<file path="src/rtl/add_shift_multiplier_pkg.sv">
// -----------------------------------------------------------------------------
// mult_types
//   Shared types and constants for the sequential add-shift multiplier.
//   WIDTH      : operand width in bits (product is 2*WIDTH bits)
//   CNT_W      : width of the iteration counter, wide enough to hold WIDTH
//   operand_t  : one operand (multiplicand or multiplier)
//   result_t   : full-width product
//   acc_t      : accumulator with one extra carry bit
//   mult_state_e : control FSM states
// -----------------------------------------------------------------------------
package mult_types;

    localparam int WIDTH = 8;
    localparam int CNT_W = $clog2(WIDTH + 1);

    typedef logic [WIDTH-1:0]   operand_t;
    typedef logic [2*WIDTH-1:0] result_t;
    typedef logic [WIDTH:0]     acc_t;
    typedef logic [CNT_W-1:0]   count_t;

    typedef enum logic [1:0] {
        IDLE,
        ADD,
        SHIFT,
        DONE
    } mult_state_e;

endpackage : mult_types

</file>
<file path="src/rtl/add_shift_multiplier.sv">
// -----------------------------------------------------------------------------
// add_shift_multiplier
//   Sequential unsigned multiplier. One ADD and one SHIFT step per multiplier
//   bit, so every operation takes exactly 2*WIDTH cycles from accepted start
//   to done_o.
//
// Ports
//   clk_i          : clock, rising edge active
//   reset_n_i      : asynchronous active-low reset
//   start_i        : request a multiply; accepted only while ready_o=1
//   multiplicand_i : operand M, sampled on accepted start
//   multiplier_i   : operand Q, sampled on accepted start
//   ready_o        : block can accept start_i (IDLE or DONE)
//   product_o      : result, valid while done_o=1, otherwise 0
//   done_o         : product_o holds the result of the last accepted operation
// -----------------------------------------------------------------------------
module add_shift_multiplier
    import mult_types::*;
(
    input  logic                 clk_i,
    input  logic                 reset_n_i,
    input  logic                 start_i,
    input  logic [WIDTH-1:0]     multiplicand_i,
    input  logic [WIDTH-1:0]     multiplier_i,
    output logic                 ready_o,
    output logic [2*WIDTH-1:0]   product_o,
    output logic                 done_o
);

    mult_state_e r_state;
    mult_state_e w_state_next;

    acc_t     r_acc;   // A: partial product high half plus carry
    operand_t r_q;     // Q: multiplier, low half of product shifts in here
    operand_t r_m;     // M: multiplicand
    count_t   r_cnt;   // completed SHIFT steps

    logic     w_accept;
    logic     w_last;
    count_t   w_cnt_inc;

    // Start is only honoured while idle or holding a result; ADD/SHIFT ignore it.
    assign w_accept  = start_i && ((r_state == IDLE) || (r_state == DONE));
    assign w_cnt_inc = r_cnt + 1'b1;
    assign w_last    = (w_cnt_inc == count_t'(WIDTH));

    // ---------------------------------------------------------------- state
    // NOTE: sequential state uses non-blocking (<=) so every register samples
    // pre-edge values; blocking here would create order-dependent races.
    always_ff @(posedge clk_i or negedge reset_n_i) begin
        if (!reset_n_i) begin
            r_state <= IDLE;
        end else begin
            r_state <= w_state_next;
        end
    end

    // ----------------------------------------------------------- next state
    // NOTE: the default assignment first keeps this purely combinational;
    // any path that leaves w_state_next unassigned would infer a latch.
    always_comb begin
        w_state_next = r_state;
        case (r_state)
            IDLE:    if (w_accept) w_state_next = ADD;
            ADD:     w_state_next = SHIFT;
            SHIFT:   w_state_next = w_last ? DONE : ADD;
            DONE:    if (w_accept) w_state_next = ADD;
            default: w_state_next = IDLE;
        endcase
    end

    // -------------------------------------------------------------- outputs
    // Decoded from state and registers only, so no input reaches an output
    // combinationally and a reset immediately forces product_o to zero.
    always_comb begin
        ready_o   = 1'b0;
        done_o    = 1'b0;
        product_o = '0;
        case (r_state)
            IDLE: ready_o = 1'b1;
            DONE: begin
                ready_o   = 1'b1;
                done_o    = 1'b1;
                product_o = {r_acc[WIDTH-1:0], r_q};
            end
            default: ;
        endcase
    end

    // ------------------------------------------------------------- datapath
    always_ff @(posedge clk_i or negedge reset_n_i) begin
        if (!reset_n_i) begin
            r_acc <= '0;
            r_q   <= '0;
            r_m   <= '0;
            r_cnt <= '0;
        end else begin
            case (r_state)
                IDLE, DONE: begin
                    if (w_accept) begin
                        r_acc <= '0;
                        r_q   <= multiplier_i;
                        r_m   <= multiplicand_i;
                        r_cnt <= '0;
                    end
                end
                ADD: begin
                    // Carry lands in r_acc[WIDTH] and is shifted down next step.
                    if (r_q[0]) begin
                        r_acc <= r_acc + {1'b0, r_m};
                    end
                end
                SHIFT: begin
                    r_acc <= r_acc >> 1;
                    r_q   <= {r_acc[0], r_q[WIDTH-1:1]};
                    r_cnt <= w_cnt_inc;
                end
                default: ;
            endcase
        end
    end

endmodule : add_shift_multiplier
</file>
<file path="config.mk">
export PLATFORM = sky130hd
export DESIGN_NAME = add_shift_multiplier
export DESIGN_NICKNAME = d
export VERILOG_FILES = /design/src/rtl/add_shift_multiplier_pkg.sv /design/src/rtl/add_shift_multiplier.sv
export SDC_FILE = /design/constraint.sdc
export NUM_CORES = 1
export LEC_CHECK = 0
export CAP_MARGIN = 40
export CORE_ASPECT_RATIO = 0.7
export CORE_UTILIZATION = 40
export CTS_CLUSTER_SIZE = 10
export DETAILED_ROUTE_END_ITERATION = 10
export HOLD_SLACK_MARGIN = 0.06
export SLEW_MARGIN = 20
export SYNTH_ARGS = -nofsm -noshare
export SYNTH_HDL_FRONTEND = slang
export SYNTH_SLANG_ARGS = --single-unit
</file>
<file path="constraint.sdc">
create_clock -name clk_i -period 2.3 [get_ports clk_i]
set_input_delay 0.345 -clock clk_i [delete_from_list [all_inputs] [get_ports clk_i]]
set_output_delay 0.345 -clock clk_i [all_outputs]
set_load 0.02 [all_outputs]
</file>
==> results.md, run 1 <==
- Pins Over Slew Limit: 0
- Post-synthesis mux area share: 0.1222
- Xor/xnor share of the synthesized area: 0.004525
- GRT Resource Usage Total: 0.1895
- Synth Register Bits: 31
- Die height: approximately 60 microns
- Hold Crit Class: input pin to asynchronous set/reset pin
- Initial Util: 0.4321
- Worst vdd ir: between 0.5 and 0.6 mV
- Synth top cells by count: dfrtp_1, nand2_1, and2_1, o21ai_0, ha_1
- Slew headroom: 0.7279
- Met2 Wirelength: about 1900 microns
- Initial antenna violation count: 0
- Layout cell share with drive strength beyond 1: 0.1102
- Vias in the first global route: 1,531
- DRT Pass-1 Iters: 4
- Pwr/cell area: roughly 1400 mW/mm^2
- Die W: between 80 and 90 microns
- Pin count of the biggest net entering global routing: 32
- Setup WS pre-CTS: around 0.17 ns
- Post-Synth Simple-Gate Area: 0.1739
- CTS tree: built
- Post-synthesis adder-cell area fraction: 0.09438
- Synth async-reset ratio: 1.000
- Via count: approximately 1.6k
- Final count of hold timing violations: 0
- Vias per cell: between 5 and 6
- Static Leak: approximately 1.1 nW
- Max Cap Viol: 0
- Worst-Margin Slew: between 0.4 and 0.5 ns
- DRT antenna net count: 0
- Critical path endpoint category: primary output
- Synth Warn #: 0
- First-pass GRT wire length: approximately 7400 microns
- Dpl cells: 283
- PnR worst setup slack: between 0.06 and 0.07 ns
- Tcrit/Tclk final: 0.9726
- Htree depth: 2
- Max FO, Critical Path: 17
- N_diodes: 0
- FP Rows: 20
- Area leader, netlist: dfrtp_1
- Ranking of synthesized cells by area: dfrtp_1, ha_1, mux2i_1
- Grt total ovfl: 0
- Status: finished, final reports clean
- CP Data Arrival Time: 1.89 ns
- Gate Count Post-Synth: 196
- Clock slew at reported path FFs: 0.06 ns
- Core area: 0.004479 sq mm
- IO buf count: 36
- Worst Setup Path Type: register to primary output
- Post-Layout Cell Count: between 200 and 300
- Final wirelength: 4367 microns
- Clock sinks: 31
- RSZ-0062 raised after global routing: yes
- Number of setup violations in the final report: 0
- Clk_skew: ~0.0034 ns
- Top-area cell type share of the netlist area: 0.4008
- CTS max path bufs: 2
- Netlist cell types: between 40 and 50
- Clock Latency Late Sink: about 0.28 ns
- Largest family of logic cells by synthesized area: simple AND/OR/NAND/NOR gates
- Num CTS Buffers: 5
- Die ar.: roughly 0.005 sq mm
- Highest Clock Rate: approximately 450 MHz
- Mean Syn Cell Area: 9.876 sq um
- Met3 routed WL: 206 microns
- Top FF cell, synth: dfrtp_1
- Root buffer cell: clkbuf_8
- # IOs: 37
- CP startpoint kind: register
- EDFF count, synth: 0
- Netlist Area Pre-Place: between 0.0015 and 0.002 sq mm
- Top-count cell post-synth: dfrtp_1
- Tmin final: approximately 2.2 ns
- Top routing layer in use: met4
- Fill count: around 400
- Register area share after synthesis: 0.4008
- Starting DRC count in detailed routing: 80
- Area delta synth->final: 26.57%
- GPL Wtd Cong: ~1
- Per-cell routed wire length: roughly 15 microns
- Nets: 268
- Post-Route M1 WL: between 2000 and 2500 microns
- Total power: ~0.0033 W
- DRC Markers: 0
- Critical Path RT: 1.96 ns
- Detail Placement HPWL: 3282 microns
- Postcts setup bufs: 0
- Syn nets: roughly 230
- Compound-Gate Fraction of Synth Area: 0.1642
[timing repair]
action                                  CTS  global route
gates resized for setup                   1             0
hold buffers                              0             0
endpoints found under the setup margin   17             5
[state kept, by name, summed over array words and instances (netlist names)]
signal / count
r_acc: 9
r_cnt: 4
r_m: 8
r_q: 8
r_state: 2
[where the power goes]
group | switching [W] | internal, W | total, W
logic | 0.00105 | 0.000834 | 0.00188
registers | 0.000198 | 0.000772 | 0.000969
clock network | 0.000193 | 0.000273 | 0.000465
total | 0.00144 | 0.00188 | 0.00332
[routing by layer]
layer | up-vias | track usage
li1 | 777 | -
met1 | 743 | 0.2620
met2 | 41 | 0.2949
met3 | 5 | 0.04144
met4 | 0 | 0.06780
met5 | - | 0
[logic make-up after synthesis]
logic type	after synthesis
AO/OA/AOI/OAI	46
multiplexers	22
buffers and inverters	17
XOR/XNOR	1
AND/OR/NAND/NOR	65
flip-flops	31
adder cells (fa/ha/maj)	14
[critical path, cell delays in order, from the launching register on]
cell             delay (ns)
dfrtp_1                0.43
ha_2                   0.38
and2_1                 0.20
clkdlybuf4s50_1        0.60
[cell type report]
class | instances | area (sq um) | area share
Multi-Input combinational cell | 148 | 1085 | 0.4428
Timing Repair Buffer | 39 | 382.9 | 0.1563
Sequential cell | 31 | 775.7 | 0.3166
Inverter | 10 | 37.54 | 0.01532
Tap cell | 55 | 68.82 | 0.02809
Clock buffer | 8 | 100.1 | 0.04086
[path summary, 6_finish.rpt]
| kind | slack, ns | to | from | cells after the start |
|---|---|---|---|---|
| setup reg to reg | 0.31 | r_acc[6] | r_acc[0] | 8 |
| hold reg to reg | 0.51 | r_q[2] | r_q[2] | 2 |
| max in group asynchronous | 1.55 | r_state[0] | reset_n_i | 2 |
| hold / removal | 0.46 | r_q[7] | reset_n_i | 2 |
| setup / recovery | 0.06 | product_o[8] | r_state[0] | 3 |
| min in group clk_i | 0.51 | r_q[2] | r_q[2] | 2 |
[per-stage QoR]
step / setup TNS, ns / utilization / hold slack (ns) / area (sq um)
final: 0 / 0.5469 / 0.4623 / 2450
after global routing: -0.03113 / 0.5469 / 0.5095 / 2450
after CTS: 0 / 0.5469 / 0.4748 / 2450
after detailed placement: 0 / 0.5240 / 0.5008 / 2347
after global placement: 0 / 0.5240 / 0.4899 / 2347
after floorplan: 0 / - / 0.04941 / 1936
[cells in the final DEF (no fill, tap or decap), drive strengths merged, types with 2 or more instances in the layout]
cell            n
dfrtp          31
a221oi          4
clkdlybuf4s50  36
a22oi           5
a21oi           6
nor3            3
nand2b          7
clkbuf          8
inv            10
nand2          20
and2           16
mux2           10
nor3b           3
nor2           11
o21ai          19
buf             3
a21o            2
mux2i          12
ha             13
o21bai          2
No activity file was read; power rests on OpenSTA's default activity.
==> run 2: changes to the inputs <==
--- a/config.mk
+++ b/config.mk
@@ -10,6 +10,7 @@
 export CORE_UTILIZATION = 40
 export CTS_CLUSTER_SIZE = 10
 export DETAILED_ROUTE_END_ITERATION = 10
+export DONT_BUFFER_PORTS = 1
 export HOLD_SLACK_MARGIN = 0.06
 export SLEW_MARGIN = 20
 export SYNTH_ARGS = -nofsm -noshare
==> run 2 against run 1 <==
Net effect:
- clock skew is 0.00051 ns lower
- highest routed layer unchanged
- critical endpoint unchanged
- combinational power decreased by 14%
- non-clock buffer count is 35 lower
- sequential share of layout area is 5.6 points higher
- die area is the same
- fmax grew 10%
- power decreased by 10%
==> results.md, run 2 (synthesis results as in run 1) <==
- Postcts setup bufs: 0
- CP cell instances: ha_1 > and2_1
- # resized after CTS: 0
- Detail Placement HPWL: 3065 microns
- Clock sinks: 31
- Die height: between 60 and 70 microns
- Max Cap Viol: 0
- Dpl cells: about 250
- Max stage delay on crit path: between 0.6 and 0.7 ns
- CTS max path bufs: 2
- Critical path endpoint category: primary output
- Per-cell routed wire length: between 15 and 20 microns
- Worst vdd ir: slightly above 0.5 mV
- Clock slew at reported path FFs: approximately 0.060 ns
- # IOs: 37
- Die W: between 80 and 90 microns
- DRT Pass-1 Iters: 4
- Grt total ovfl: 0
- Tcrit/Tclk final: 0.8809
- Area delta synth->final: 7.563%
- DRT antenna net count: 0
- Number of setup violations in the final report: 0
- Largest reg by FF count: r_acc
- Max FO, Critical Path: 17
- Max FFs per register: 9
- Final wirelength: between 4000 and 5000 microns
- CTS tree: built
- Static Leak: about 0.94 nW
- CP startpoint kind: register
- # hold bufs at CTS: 2
- Critical Path RT: just under 2 ns
- Hold Crit Class: input pin to register
- Die ar.: ~0.005 sq mm
- Core area: 0.004479 sq mm
- First-pass GRT wire length: between 7000 and 8000 microns
- Total power: slightly below 0.003 W
- Post-Layout Cell Count: 254
- Starting DRC count in detailed routing: 99
- Pwr/cell area: 1430 mW/mm^2
- Vias per cell: between 5 and 6
- Vias in the first global route: roughly 1.4k
- Via count: 1,431
- RSZ-0062 raised after global routing: no
- Most common cell after layout, fill and taps aside: dfrtp_1
- Num CTS Buffers: 5
- Pin count of the biggest net entering global routing: 32
- IO buf count: 0
- Clk_skew: 0.002873 ns
- GPL Wtd Cong: about 0.90
- N_diodes: 0
- Final count of hold timing violations: 0
- Final core utilization: 0.4648
- Tmin final: between 2 and 2.5 ns
- Commonest cells after routing, fill and taps aside: dfrtp_1, nand2_1, and2_1, o21ai_0, ha_1
- CP Buf/Inv Count: 0
- DRC Markers: 0
- Htree depth: 2
- Slew headroom: 0.5523
- Root buffer cell: clkbuf_8
- FP Rows: 20
- Layout cell share with drive strength beyond 1: 0.1156
- Highest Clock Rate: just under 500 MHz
- Status: finished, final reports clean
- Nets: about 230
- Pins Over Slew Limit: 0
- TNS Setup: 0 ns
- Largest registers: r_acc: 9 flops, r_m: 8 flops, r_q: 8 flops
- Worst-Margin Slew: 0.6715 ns
- Clock Latency Late Sink: approximately 0.28 ns
- Initial Util: 0.4321
- Largest delay share family, worst path: adder cells
- Max stage delay cell, worst path: ha_1
- CP Data Arrival Time: between 1.5 and 2 ns
- Worst Setup Path Type: register to primary output
- Initial antenna violation count: 0
- GRT Resource Usage Total: 0.1859
-- run 2: cell types whose count changed in the layout (fill, tap and decap cells not counted) --
cell / previous run / this run
clkdlybuf4s50_1: 36 / 0
clkbuf_8: 7 / 5
buf_12: 0 / 1
buf_4: 3 / 2
dlygate4sd3_1: 0 / 1
ha_1: 12 / 13
ha_2: 1 / 0
-- run 2: stage by stage --
step	setup slack (ns)	area [sq um]	hold slack, ns
detailed placement	0.3160	1979	0.04999
global route	0.1290	2082	0.2040
global placement	0.3917	1979	0.05021
CTS	0.2406	2082	0.2035
floorplan	0.4945	1936	0.04941
finish	0.2739	2082	0.2130
-- run 2: worst register-to-register path: stages (launching register included) --
cell	delay, ns
dfrtp_1	0.39
ha_1	0.19
inv_1	0.06
fa_1	0.37
nand2b_1	0.19
a211oi_1	0.29
o21ai_0	0.15
mux2i_1	0.17
nand2_1	0.06
-- run 2: final timing paths --
| kind | start | to | slack (ns) | cells past startpoint |
|---|---|---|---|---|
| setup / recovery | r_state[0] | product_o[8] | 0.27 | 2 |
| hold / removal | multiplicand_i[2] | r_m[2] | 0.21 | 1 |
| setup reg to reg | r_acc[0] | r_acc[6] | 0.32 | 8 |
| hold reg to reg | r_q[4] | r_q[4] | 0.50 | 2 |
| max in group asynchronous | reset_n_i | r_m[6] | 1.62 | 2 |
| min in group asynchronous | reset_n_i | r_q[6] | 0.51 | 2 |
-- run 2: per-layer routing --
layer  vias up  routed length [microns]  GRT usage
li1        703                        -          -
met1       700                     2022     0.2494
met2        26                     1957     0.2869
met3         2                      161    0.04558
met4         0                       18    0.08475
met5         -                        0          0
-- run 2: report_power, final --
| group | switching [W] | leakage (nW) | internal [W] |
|---|---|---|---|
| Combinational | 0.000989 | 0.513 | 0.000622 |
| Clock | 0.000193 | 0.0371 | 0.000201 |
| Sequential | 0.000199 | 0.392 | 0.000772 |
| Total | 0.00138 | 0.943 | 0.00160 |
-- run 2: cell type report --
type	instances	area, sq um
well taps	55	68.82
flip-flops and latches	31	775.7
fillers	422	2397
repair buffers	4	45.04
clock buffers	6	72.57
inverters	10	37.54
multi-input cells	148	1082
==> run 3: changes to the inputs <==
--- a/config.mk
+++ b/config.mk
@@ -12,6 +12,8 @@
 export DETAILED_ROUTE_END_ITERATION = 10
 export DONT_BUFFER_PORTS = 1
 export HOLD_SLACK_MARGIN = 0.06
+export PLACE_DENSITY_LB_ADDON = 0.15
+export REMOVE_ABC_BUFFERS = 1
 export SLEW_MARGIN = 20
 export SYNTH_ARGS = -nofsm -noshare
 export SYNTH_HDL_FRONTEND = slang
==> constraint.sdc (replaced) <==
create_clock -name clk_i -period 2.4 [get_ports clk_i]
set_input_delay 0.36 -clock clk_i [delete_from_list [all_inputs] [get_ports clk_i]]
set_output_delay 0.36 -clock clk_i [all_outputs]
set_load 0.02 [all_outputs]
==> run 3 against run 2 <==
Net effect:
- utilization increased by 1.2 points
- worst hold slack improved by 0.0044 ns
- clock skew increased by 0.0033 ns
- wire length decreased by 0.58%
- first-iteration DRC count decreased by 23%
- global-route usage decreased by 0.83 points
- setup slack improved by 0.11 ns
- critical path type is now register to register
==> results.md, run 3 (synthesis results as in run 1) <==
- Largest reg by FF count: r_acc
- Die height: 60.20 microns
- CP startpoint kind: register
- Pin count of the biggest net entering global routing: 32
- N_diodes: 0
- Worst vdd ir: around 0.56 mV
- PnR worst setup slack: roughly 0.38 ns
- Initial antenna violation count: 0
- GRT Resource Usage Total: 0.1775
- Vias per cell: 5.514
- Number of setup violations in the final report: 0
- Sw Share: 0.4473
- CTS tree: built
- Clk_skew: slightly above 0.006 ns
- Htree depth: 2
- Cell-internal power: between 0.0015 and 0.002 W
- Worst-Margin Slew: roughly 0.44 ns
- Clock slew at reported path FFs: ~0.07 ns
- Commonest cells after routing, fill and taps aside: dfrtp_1, nand2_1, and2_1, o21ai_0, ha_1
- IO buf count: 0
- # IOs: 37
- Max FO, Critical Path: 10
- Via count: roughly 1.4k
- Clock sinks: 31
- Nets: ~230
- CTS max path bufs: 2
- Final count of hold timing violations: 0
- DRT antenna net count: 0
- Detail Placement HPWL: approximately 3000 microns
- Pwr/cell area: between 1000 and 1500 mW/mm^2
- Area delta synth->final: 10.28%
- # resized after CTS: 0
- # hold bufs at CTS: 2
- DRC Markers: 0
- Multi-input logic area: between 0.001 and 0.0015 sq mm
- Root buffer cell: clkbuf_8
- Static Leak: between 0.9 and 1 nW
- Postcts setup bufs: 0
- GPL Wtd Cong: around 0.84
- RSZ-0062 raised after global routing: no
- Per-cell routed wire length: between 15 and 20 microns
- Final wirelength: approximately 4100 microns
- Sequential cell area: approximately 780 sq um
- Pins Over Slew Limit: 0
- First-pass GRT wire length: between 6000 and 7000 microns
- Layout cell share with drive strength beyond 1: 0.1337
- Slew headroom: 0.7061
- Fill count: 425
- Total power: ~0.003 W
- Initial Util: 0.4321
- Sequential Power Share: 0.302
- TNS Setup: 0 ns
- Net switching power: around 0.0014 W
- Core area: around 0.0045 sq mm
- Clock power share: 0.177
- Tcrit/Tclk final: 0.8405
- Grt total ovfl: 0
- Vias in the first global route: approximately 1.3k
- Logic pwr share: 0.521
- Max FFs per register: 9
- Num CTS Buffers: 5
- Largest registers: r_acc: 9 flops, r_m: 8 flops, r_q: 8 flops
- Starting DRC count in detailed routing: 76
- DRT Pass-1 Iters: 4
- Status: finished, final reports clean
- Critical path endpoint category: register
- Tmin final: 2.017 ns
- Die ar.: between 0.005 and 0.006 sq mm
- Die W: 85.15 microns
- Most common cell after layout, fill and taps aside: dfrtp_1
- Worst Setup Path Type: register to register
- Critical Path RT: roughly 2.6 ns
- Highest Clock Rate: 495.7 MHz
- Setup WS pre-CTS: between 0.3 and 0.4 ns
- Clock Latency Late Sink: slightly below 0.3 ns
- Max Cap Viol: 0
- FP Rows: 20
- Hold Crit Class: input pin to register
- CP Data Arrival Time: roughly 2.2 ns
==> run 3: changes by cell type in the layout (fill, tap and decap cells not counted), sizes merged <==
cell,delta
buf,+1
bufinv,+1
clkinv,+1
==> run 3: per-layer routing <==
layer / track usage / wire, microns / up-vias
met5: 0 / 0 / -
met4: 0.05085 / 48 / 0
met3: 0.06492 / 253 / 7
met2: 0.2523 / 1662 / 34
met1: 0.2513 / 2170 / 672
li1: - / - / 704
==> run 3: area by class of cell <==
class | count | share of cell area
clock buffer | 6 | 0.03869
clock inverter | 2 | 0.01641
inverter | 10 | 0.01758
multi-input combinational | 148 | 0.5070
sequential | 31 | 0.3634
tap | 55 | 0.03224
timing repair buffer | 5 | 0.02462
==> run 3: final timing paths <==
| check | startpoint | slack (ns) | cells after the start | end |
|---|---|---|---|---|
| min reg2reg | r_q[2] | 0.51 | 2 | r_q[2] |
| min | multiplicand_i[2] | 0.22 | 1 | r_m[2] |
| max | r_state[0] | 0.38 | 6 | r_acc[7] |
| max in group asynchronous | reset_n_i | 1.72 | 2 | r_state[0] |
| max reg2reg | r_state[0] | 0.38 | 6 | r_acc[7] |
| min in group asynchronous | reset_n_i | 0.51 | 2 | r_q[5] |
==> run 3: worst max-delay path: stages, from the launching register on <==
cell	delay [ns]
dfrtp_1	0.43
inv_1	0.07
ha_1	0.48
nand2b_2	0.22
nand2_1	0.24
a221oi_1	0.34
o21ai_1	0.10
==> run 3: per-stage QoR <==
step	utilization	cells	area (sq um)	hold WS (ns)
3_5_place_dp	0.4436	247	1987	0.06526
2_1_floorplan	-	189	1896	0.06441
3_3_place_gp	0.4436	247	1987	0.06533
4_1_cts	0.4765	257	2135	0.2109
5_1_grt	0.4765	257	2135	0.2070
6_report	0.4765	257	2135	0.2175
==> run 3: power groups by stage <==
stage	logic (W)	clock network [W]	registers, W
floorplan	0.00125	0	0.000866
global placement	0.00154	0	0.000914
detailed placement	0.00156	0	0.000930
CTS	0.00158	0.000552	0.000922
global route	0.00179	0.000570	0.000954
finish	0.00159	0.000538	0.000921
